<file path="config.mk">
export PLATFORM = sky130hd
export DESIGN_NAME = alu_issue_seq
export DESIGN_NICKNAME = d
export VERILOG_FILES = /design/src/rtl/alu_issue_seq.sv
export SDC_FILE = /design/constraint.sdc
export NUM_CORES = 1
export LEC_CHECK = 0
export CELL_PAD_IN_SITES_DETAIL_PLACEMENT = 0
export CELL_PAD_IN_SITES_GLOBAL_PLACEMENT = 2
export CORE_UTILIZATION = 37
export DETAILED_ROUTE_END_ITERATION = 7
export GPL_ROUTABILITY_DRIVEN = 0
export GPL_TIMING_DRIVEN = 0
export HOLD_SLACK_MARGIN = 0.15
export PLACE_DENSITY = 0.84
export REMOVE_ABC_BUFFERS = 1
export SKIP_CTS_REPAIR_TIMING = 1
export SLEW_MARGIN = 20
export SYNTH_ARGS = -nofsm -noshare
export SYNTH_HDL_FRONTEND = slang
export SYNTH_SLANG_ARGS = --single-unit
</file>
<file path="constraint.sdc">
create_clock -name clk -period 5.1 [get_ports clk]
set_input_delay 0.765 -clock clk [delete_from_list [all_inputs] [get_ports clk]]
set_output_delay 0.765 -clock clk [all_outputs]
set_load 0.02 [all_outputs]
</file>
<file path="src/rtl/alu_issue_seq.sv">
// Instruction sequencer and 4-entry register file feeding a registered 8-bit ALU.
// Optional debug read port enabled by defining RF_DEBUG_EN.
module alu_issue_seq #(
  parameter int unsigned DATA_WIDTH = 8
) (
  input  logic                  clk,
  input  logic                  reset_n,
  input  logic                  in_valid,
  output logic                  in_ready,
  input  logic [15:0]           in_instr,
  output logic [DATA_WIDTH-1:0] alu_a,
  output logic [DATA_WIDTH-1:0] alu_b,
  output logic [7:0]            alu_instr,
  input  logic [DATA_WIDTH-1:0] alu_y,
  output logic                  wb_valid,
  output logic [1:0]            wb_addr,
  output logic [DATA_WIDTH-1:0] wb_data,
  output logic                  busy
`ifdef RF_DEBUG_EN
  ,
  input  logic [1:0]            dbg_addr,
  output logic [DATA_WIDTH-1:0] dbg_data
`endif
);

  localparam logic [1:0] S_IDLE = 2'd0;
  localparam logic [1:0] S_READ = 2'd1;
  localparam logic [1:0] S_WB   = 2'd2;

  localparam logic [7:0] OP_PASS_B = 8'h07;

  logic [1:0]            r_state;
  logic [DATA_WIDTH-1:0] r_rf [4];
  logic [DATA_WIDTH-1:0] r_last_y;

  // Held fields of the accepted ALU instruction
  logic [1:0]            r_dst;
  logic [1:0]            r_srca;
  logic [1:0]            r_srcb;
  logic                  r_nowb;
  logic [7:0]            r_op;

  logic                  r_wb_valid;
  logic [1:0]            r_wb_addr;
  logic [DATA_WIDTH-1:0] r_wb_data;

  logic                  w_idle;
  logic                  w_accept;
  logic                  w_ldi;
  logic [1:0]            w_in_dst;
  logic [DATA_WIDTH-1:0] w_imm;

  assign w_idle   = (r_state == S_IDLE);
  assign w_accept = in_valid && w_idle;
  assign w_ldi    = in_instr[9];
  assign w_in_dst = in_instr[15:14];
  assign w_imm    = DATA_WIDTH'(in_instr[7:0]);

  assign in_ready = w_idle;
  assign busy     = !w_idle;
  assign wb_valid = r_wb_valid;
  assign wb_addr  = r_wb_addr;
  assign wb_data  = r_wb_data;

  // Outside READ the ALU is fed pass-through-B of its own result so Y stays put.
  always_comb begin
    alu_a     = '0;
    alu_b     = r_last_y;
    alu_instr = OP_PASS_B;
    case (r_state)
      S_READ: begin
        alu_a     = r_rf[r_srca];
        alu_b     = r_rf[r_srcb];
        alu_instr = r_op;
      end
      S_WB: begin
        alu_b = alu_y;
      end
      default: ;
    endcase
  end

  always_ff @(posedge clk or negedge reset_n) begin
    if (!reset_n) begin
      r_state    <= S_IDLE;
      for (int unsigned i = 0; i < 4; i++) begin
        r_rf[i] <= '0;
      end
      r_last_y   <= '0;
      r_dst      <= '0;
      r_srca     <= '0;
      r_srcb     <= '0;
      r_nowb     <= 1'b0;
      r_op       <= '0;
      r_wb_valid <= 1'b0;
      r_wb_addr  <= '0;
      r_wb_data  <= '0;
    end else begin
      r_wb_valid <= 1'b0;
      case (r_state)
        S_IDLE: begin
          if (w_accept) begin
            if (w_ldi) begin
              r_rf[w_in_dst] <= w_imm;
              r_wb_valid     <= 1'b1;
              r_wb_addr      <= w_in_dst;
              r_wb_data      <= w_imm;
            end else begin
              r_dst   <= w_in_dst;
              r_srca  <= in_instr[13:12];
              r_srcb  <= in_instr[11:10];
              r_nowb  <= in_instr[8];
              r_op    <= in_instr[7:0];
              r_state <= S_READ;
            end
          end
        end
        S_READ: begin
          r_state <= S_WB;
        end
        S_WB: begin
          r_last_y <= alu_y;
          if (!r_nowb) begin
            r_rf[r_dst] <= alu_y;
            r_wb_valid  <= 1'b1;
            r_wb_addr   <= r_dst;
            r_wb_data   <= alu_y;
          end
          r_state <= S_IDLE;
        end
        default: begin
          r_state <= S_IDLE;
        end
      endcase
    end
  end

`ifdef RF_DEBUG_EN
  assign dbg_data = r_rf[dbg_addr];
`endif

endmodule
</file>
==> results of run 1 <==
==> cell usage after synthesis, types with 2 or more instances <==
cell type / n
nor3b_2: 2
nand2_1: 16
ha_1: 5
buf_4: 2
o22ai_1: 24
nand2b_1: 3
mux4_2: 8
and3b_2: 2
a22oi_1: 40
or3b_1: 3
inv_1: 45
a221oi_4: 3
buf_6: 6
mux2_2: 31
dfrtp_1: 68
nand3b_1: 4
buf_1: 3
a31oi_1: 8
buf_2: 5
o21ai_0: 26
clkbuf_1: 11
nor2_1: 8
and2_1: 14
mux2_4: 6
o2bb2ai_1: 8
==> metal layers <==
metal | wire length [um] | vias up | part of all wire | GRT usage
li1 | - | 1416 | - | -
met1 | 4733 | 1520 | 0.46 | 0.2725
met2 | 4971 | 86 | 0.48 | 0.3202
met3 | 473 | 11 | 0.046 | 0.03993
met4 | 148 | 0 | 0.014 | 0.05131
met5 | 0 | - | 0 | 0
==> kinds of logic after synthesis <==
group	after synthesis	synth area share
AOI/OAI and AO/OA	111	0.2027
buffers and inverters	74	0.09007
DFF	68	0.4328
and+or+nand+nor	62	0.1009
muxes	45	0.1575
adders and majority gates	5	0.01591
==> stage by stage <==
stage,area [sq um],total power [mW],hold slack [ns],util,cells
3_5_place_dp,4631,2.827,0.4643,0.4486,538
5_1_grt,4848,3.476,0.3344,0.4696,555
6_report,4848,3.266,0.3207,0.4696,555
4_1_cts,4833,3.296,0.3242,0.4682,554
2_1_floorplan,3746,2.091,0.4329,-,336
3_3_place_gp,4547,2.747,0.4537,0.4404,535
==> registers in the layout, indices dropped and copies added, names as in the netlist <==
signal	flops
r_dst	2
wb_addr	2
r_srcb	2
r_srca	2
r_op	8
wb_data	8
r_last_y	8
r_rf	32
r_nowb	1
wb_valid	1
r_state	2
==> how the worst max path moves through the flow <==
stage / startpoint / to / slack, ns / depth (start not counted)
after detailed placement: r_state[1] / alu_b[1] / 1.24 / 6
after floorplan: r_state[0] / wb_addr[1] / 1.99 / 5
after global routing: r_state[1] / alu_b[1] / 0.70 / 6
final: r_state[1] / alu_b[1] / 0.91 / 6
after global placement: reset_n / wb_data[0] / 0.77 / 1
after CTS: r_state[1] / alu_b[1] / 0.83 / 6
==> power by group through the flow <==
stage	clock network [mW]	logic, mW	registers (mW)
floorplan	0	1.07	1.02
global placement	0	1.72	1.03
detailed placement	0	1.78	1.04
CTS	0.471	1.79	1.04
global route	0.491	1.91	1.07
finish	0.461	1.77	1.03
==> critical path, stage by stage (launching register included) <==
cell and delay (ns):
dfrtp_1 0.41, inv_1 0.13, ha_1 0.65, nor2b_1 0.78, a22oi_1 0.20, a31oi_1 0.25
clkdlybuf4s50_1 0.64
==> area by class of cell <==
type | instances | area share
Tap cell | 136 | 0.03510
Sequential cell | 68 | 0.3510
Timing Repair Buffer | 67 | 0.1497
Multi-Input combinational cell | 223 | 0.3876
Clock inverter | 4 | 0.009806
Inverter | 45 | 0.03484
Clock buffer | 12 | 0.03200
==> impl_metrics.yaml, run 1 <==
finish:
  final_cell_mix: "dfrtp_1 (68), clkdlybuf4s50_1 (62), inv_1 (45)"
  final_common_cell: "dfrtp_1"
  drive_gt1_frac: 0.1885
  antenna_cells: 0
  fin_nets: 446
  fill_cells: 974
  multi_input_area_sq_um: 1879
  ff_latch_area_sq_um: 1702
  area_delta_synth_final_pct: 23.33
clock_network:
  cts-root-buf: "clkbuf_8"
  worstSkewPairLatency_ns: 0.35
  cts_inserted_buffers: 9
  clk_path_buf_depth: 2
  clk_pin_slew_ns: 0.08
  tritoncts: "done"
  cts.sinks: 68
  htreeDepth: 3
sta:
  clock_skew_ns: 0.01132
  clock.fmax_ghz: 0.2387
  worst_slack_ns: 0.9100
  setup_viol: 0
  slew-limit-headroom: 0.4171
  final-hold-violation-count: 0
  rsz0062_at_grt: "false"
  drv_slew: 0
  period_share: 0.8216
  tightest_slew_ns: 0.8726
  finalSetupTns_ns: 0
  min_period_ns: 4.190
logic_synthesis:
  synth_top_area_share: 0.4328
  synth_edf_count: 0
  ys_seq_area_frac: 0.4328
  synth-seq-cells: 68
  synth_ff_type: "dfrtp_1"
  synth_area_leaders: "dfrtp_1 (43%), mux2_2 (8.9%), a22oi_1 (7.6%)"
  ys_types: 39
  netlist_instances: 365
  syn_area_sq_um: 3931
  synth_async_sr_flop_share: 1.000
  avgSynthCellArea_sq_um: 10.77
  synth_warnings: 0
  synth.largest_area_cell: "dfrtp_1"
worst_setup_path:
  r2r-end: "wb_data[7]"
  startpoint_type: "register"
  r2r_start: "r_state[0]"
  r2r_slack_ns: 2.44
  crit_required_ns: 4.34
  worstSetupEndpointType: "output pin"
  arrival_ns: 3.43
  cp_max_fo: 18
  critPathKind: "reg -> out"
  r2r_cells: 7
detailed_routing:
  drc: 0
  vias_per_cell: 5.465
  vias: 3033
  dr.pass1.iters: 4
  drt_first_iter_violations: 169
  route.detailed.wl_per_inst_um: 18.61
  finalWirelength_um: 10330
  detail-route-antenna-nets: 0
power_and_ir_drop:
  p_sw_frac: 0.4012
  power_leakage_nw: 2.082
  irDropWorstVdd_mv: 0.2667
  pwr-share-comb: 0.542
  p_per_area_nw_per_um2: 673.6
  intPower_mw: 1.956
  p_seq_frac: 0.317
  power.switching_mw: 1.310
  clock_power_share: 0.141
global_routing:
  grt_max_degree: 45
  antenna_found_initial: 0
  grt_use_total: 0.1986
  grt_first_pass_wirelength_um: 16590
  grt_pass1_vias: 3023
  overflow: 0
min_path:
  min_path_type: "in -> async"
floorplanning:
  dieArea_sq_um: 11040
  num_rows: 37
  dieWidth_um: 105.1
  die_h_um: 105.1
  start_util: 0.3808
  core_area_sq_um: 10320
  pin_count: 64
placement:
  post-dp-hpwl_um: 6683
  pre_cts_slack_ns: 1.241
  place.port_buffers: 63
job:
  maxCapViolations: 0
run_status:
  status: "completed"
Power figures use the tool's default switching activity.
==> run 2, diff against run 1 <==
- CORE_UTILIZATION: 37 -> 35
- PLACE_DENSITY: 0.84 -> 0.8
- clock period: 5.1 -> 4.3 ns (I/O delays scaled with it)
==> run 2 against run 1 <==
  * Cell area down 0.23%
  * Worst setup slack worse by 0.64 ns
  * Critical path type unchanged
  * Combinational power up 19%
  * Critical path depth unchanged
  * Sequential power up 19%
  * Register-to-register slack worse by 0.78 ns
  * Sequential share of layout area up 0.082 points
==> impl_metrics.yaml, run 2 (same netlist as run 1, synthesis figures left out) <==
detailed_routing:
  dr.pass1.iters: 4
  route.detailed.wl_per_inst_um: 18.43
  drc: 0
  wl_met2_um: 4990
  route.met3.wl_um: 398
  drt_first_iter_violations: 159
  met1_length_um: 4742
  dr.max_layer_used: "met4"
  vias_per_cell: 5.450
  detail-route-antenna-nets: 0
  vias: 3041
  finalWirelength_um: 10280
sta:
  finalSetupTns_ns: 0
  clock_skew_ns: 0.01176
  rsz0062_at_grt: "false"
  tightest_slew_ns: 1.056
  min_period_ns: 4.026
  clock.fmax_ghz: 0.2484
  final-hold-violation-count: 0
  worst_slack_ns: 0.2738
  period_share: 0.9363
  setup_viol: 0
  slew-limit-headroom: 0.2942
  drv_slew: 0
power_and_ir_drop:
  p_total_mw: 3.865
  p_sw_frac: 0.4048
  p_per_area_nw_per_um2: 798.9
  irDropWorstVdd_mv: 0.3598
  intPower_mw: 2.300
  power_leakage_nw: 2.070
  pwr-share-comb: 0.542
  p_seq_frac: 0.317
  clock_power_share: 0.140
  power.switching_mw: 1.565
finish:
  fin_nets: 445
  largest_reg_flops: 32
  post-route-util: 0.4443
  final_cell_mix: "dfrtp_1 (68), clkdlybuf4s50_1 (62), inv_1 (45)"
  antenna_cells: 0
  area_delta_synth_final_pct: 23.04
  multi_input_area_sq_um: 1879
  final_common_cell: "dfrtp_1"
  fill_cells: 1045
  drive_gt1_frac: 0.1890
  ff_latch_area_sq_um: 1702
  largest-register: "r_rf"
worst_setup_path:
  arrival_ns: 3.38
  worstSetupEndpointType: "output pin"
  cp_max_fo: 18
  r2r_slack_ns: 1.66
  critPathKind: "reg -> out"
  crit_required_ns: 3.65
  r2r_cells: 7
  r2r_start: "r_state[0]"
  startpoint_type: "register"
  r2r-end: "wb_data[6]"
clock_network:
  htreeDepth: 3
  clk_pin_slew_ns: 0.09
  clk_path_buf_depth: 2
  tritoncts: "done"
  cts.sinks: 68
  cts_inserted_buffers: 9
  worstSkewPairLatency_ns: 0.35
  cts-root-buf: "clkbuf_8"
global_routing:
  antenna_found_initial: 0
  overflow: 0
  grt_max_degree: 45
  grt_use_total: 0.1909
  grt_first_pass_wirelength_um: 16550
  grt_pass1_vias: 3113
run_status:
  status: "completed"
floorplanning:
  die_h_um: 108.0
  start_util: 0.3611
  core_area_sq_um: 10890
  num_rows: 38
  dieArea_sq_um: 11660
  dieWidth_um: 108.0
  pin_count: 64
min_path:
  min_path_type: "in -> async"
job:
  maxCapViolations: 0
placement:
  place.port_buffers: 63
  pre_cts_slack_ns: 0.6350
  post-dp-hpwl_um: 6681
[run 2: how the worst max path moves through the flow]
| stage | slack [ns] | depth (start not counted) | from | endpoint |
|---|---|---|---|---|
| 6_report | 0.27 | 6 | r_state[1] | alu_b[1] |
| 5_1_grt | 0.02 | 6 | r_state[1] | alu_b[1] |
| 4_1_cts | 0.24 | 6 | r_state[1] | alu_b[1] |
| 3_5_place_dp | 0.64 | 6 | r_state[1] | alu_b[5] |
| 3_3_place_gp | 0.05 | 1 | reset_n | wb_data[0] |
| 2_1_floorplan | 1.19 | 5 | r_state[0] | wb_addr[1] |
[run 2: metal layers]
layer | track usage | vias up
met5 | 0 | -
met4 | 0.05969 | 0
met3 | 0.03376 | 13
met2 | 0.3176 | 89
met1 | 0.2518 | 1521
li1 | - | 1418
[run 2: power by group through the flow]
| stage | logic [mW] | registers [mW] | clock network (mW) |
|---|---|---|---|
| after CTS | 2.12 | 1.23 | 0.554 |
| after detailed placement | 2.12 | 1.24 | 0 |
| after global placement | 2.04 | 1.22 | 0 |
| after global routing | 2.27 | 1.28 | 0.582 |
| after floorplan | 1.27 | 1.21 | 0 |
| final | 2.10 | 1.23 | 0.543 |
[run 2: critical path, stage by stage, from the launching register on]
cell and delay, ns:
dfrtp_1 0.40, inv_1 0.13, ha_1 0.65, nor2b_1 0.79, a22oi_1 0.21, a31oi_1 0.22
clkdlybuf4s50_1 0.64
[run 2: final cells by class]
class | count | area share
well taps | 140 | 0.03621
inverters | 45 | 0.03492
multi-input cells | 223 | 0.3885
flip-flops and latches | 68 | 0.3518
clock buffers | 10 | 0.02845
repair buffers | 66 | 0.1469
clock inverters | 6 | 0.01319
[run 2: stage by stage]
step / cells / hold slack, ns / area [sq um]
floorplan: 336 / 0.3494 / 3746
global placement: 539 / 0.4531 / 4552
detailed placement: 542 / 0.4611 / 4636
CTS: 558 / 0.2028 / 4837
global route: 558 / 0.2176 / 4837
finish: 558 / 0.2016 / 4837
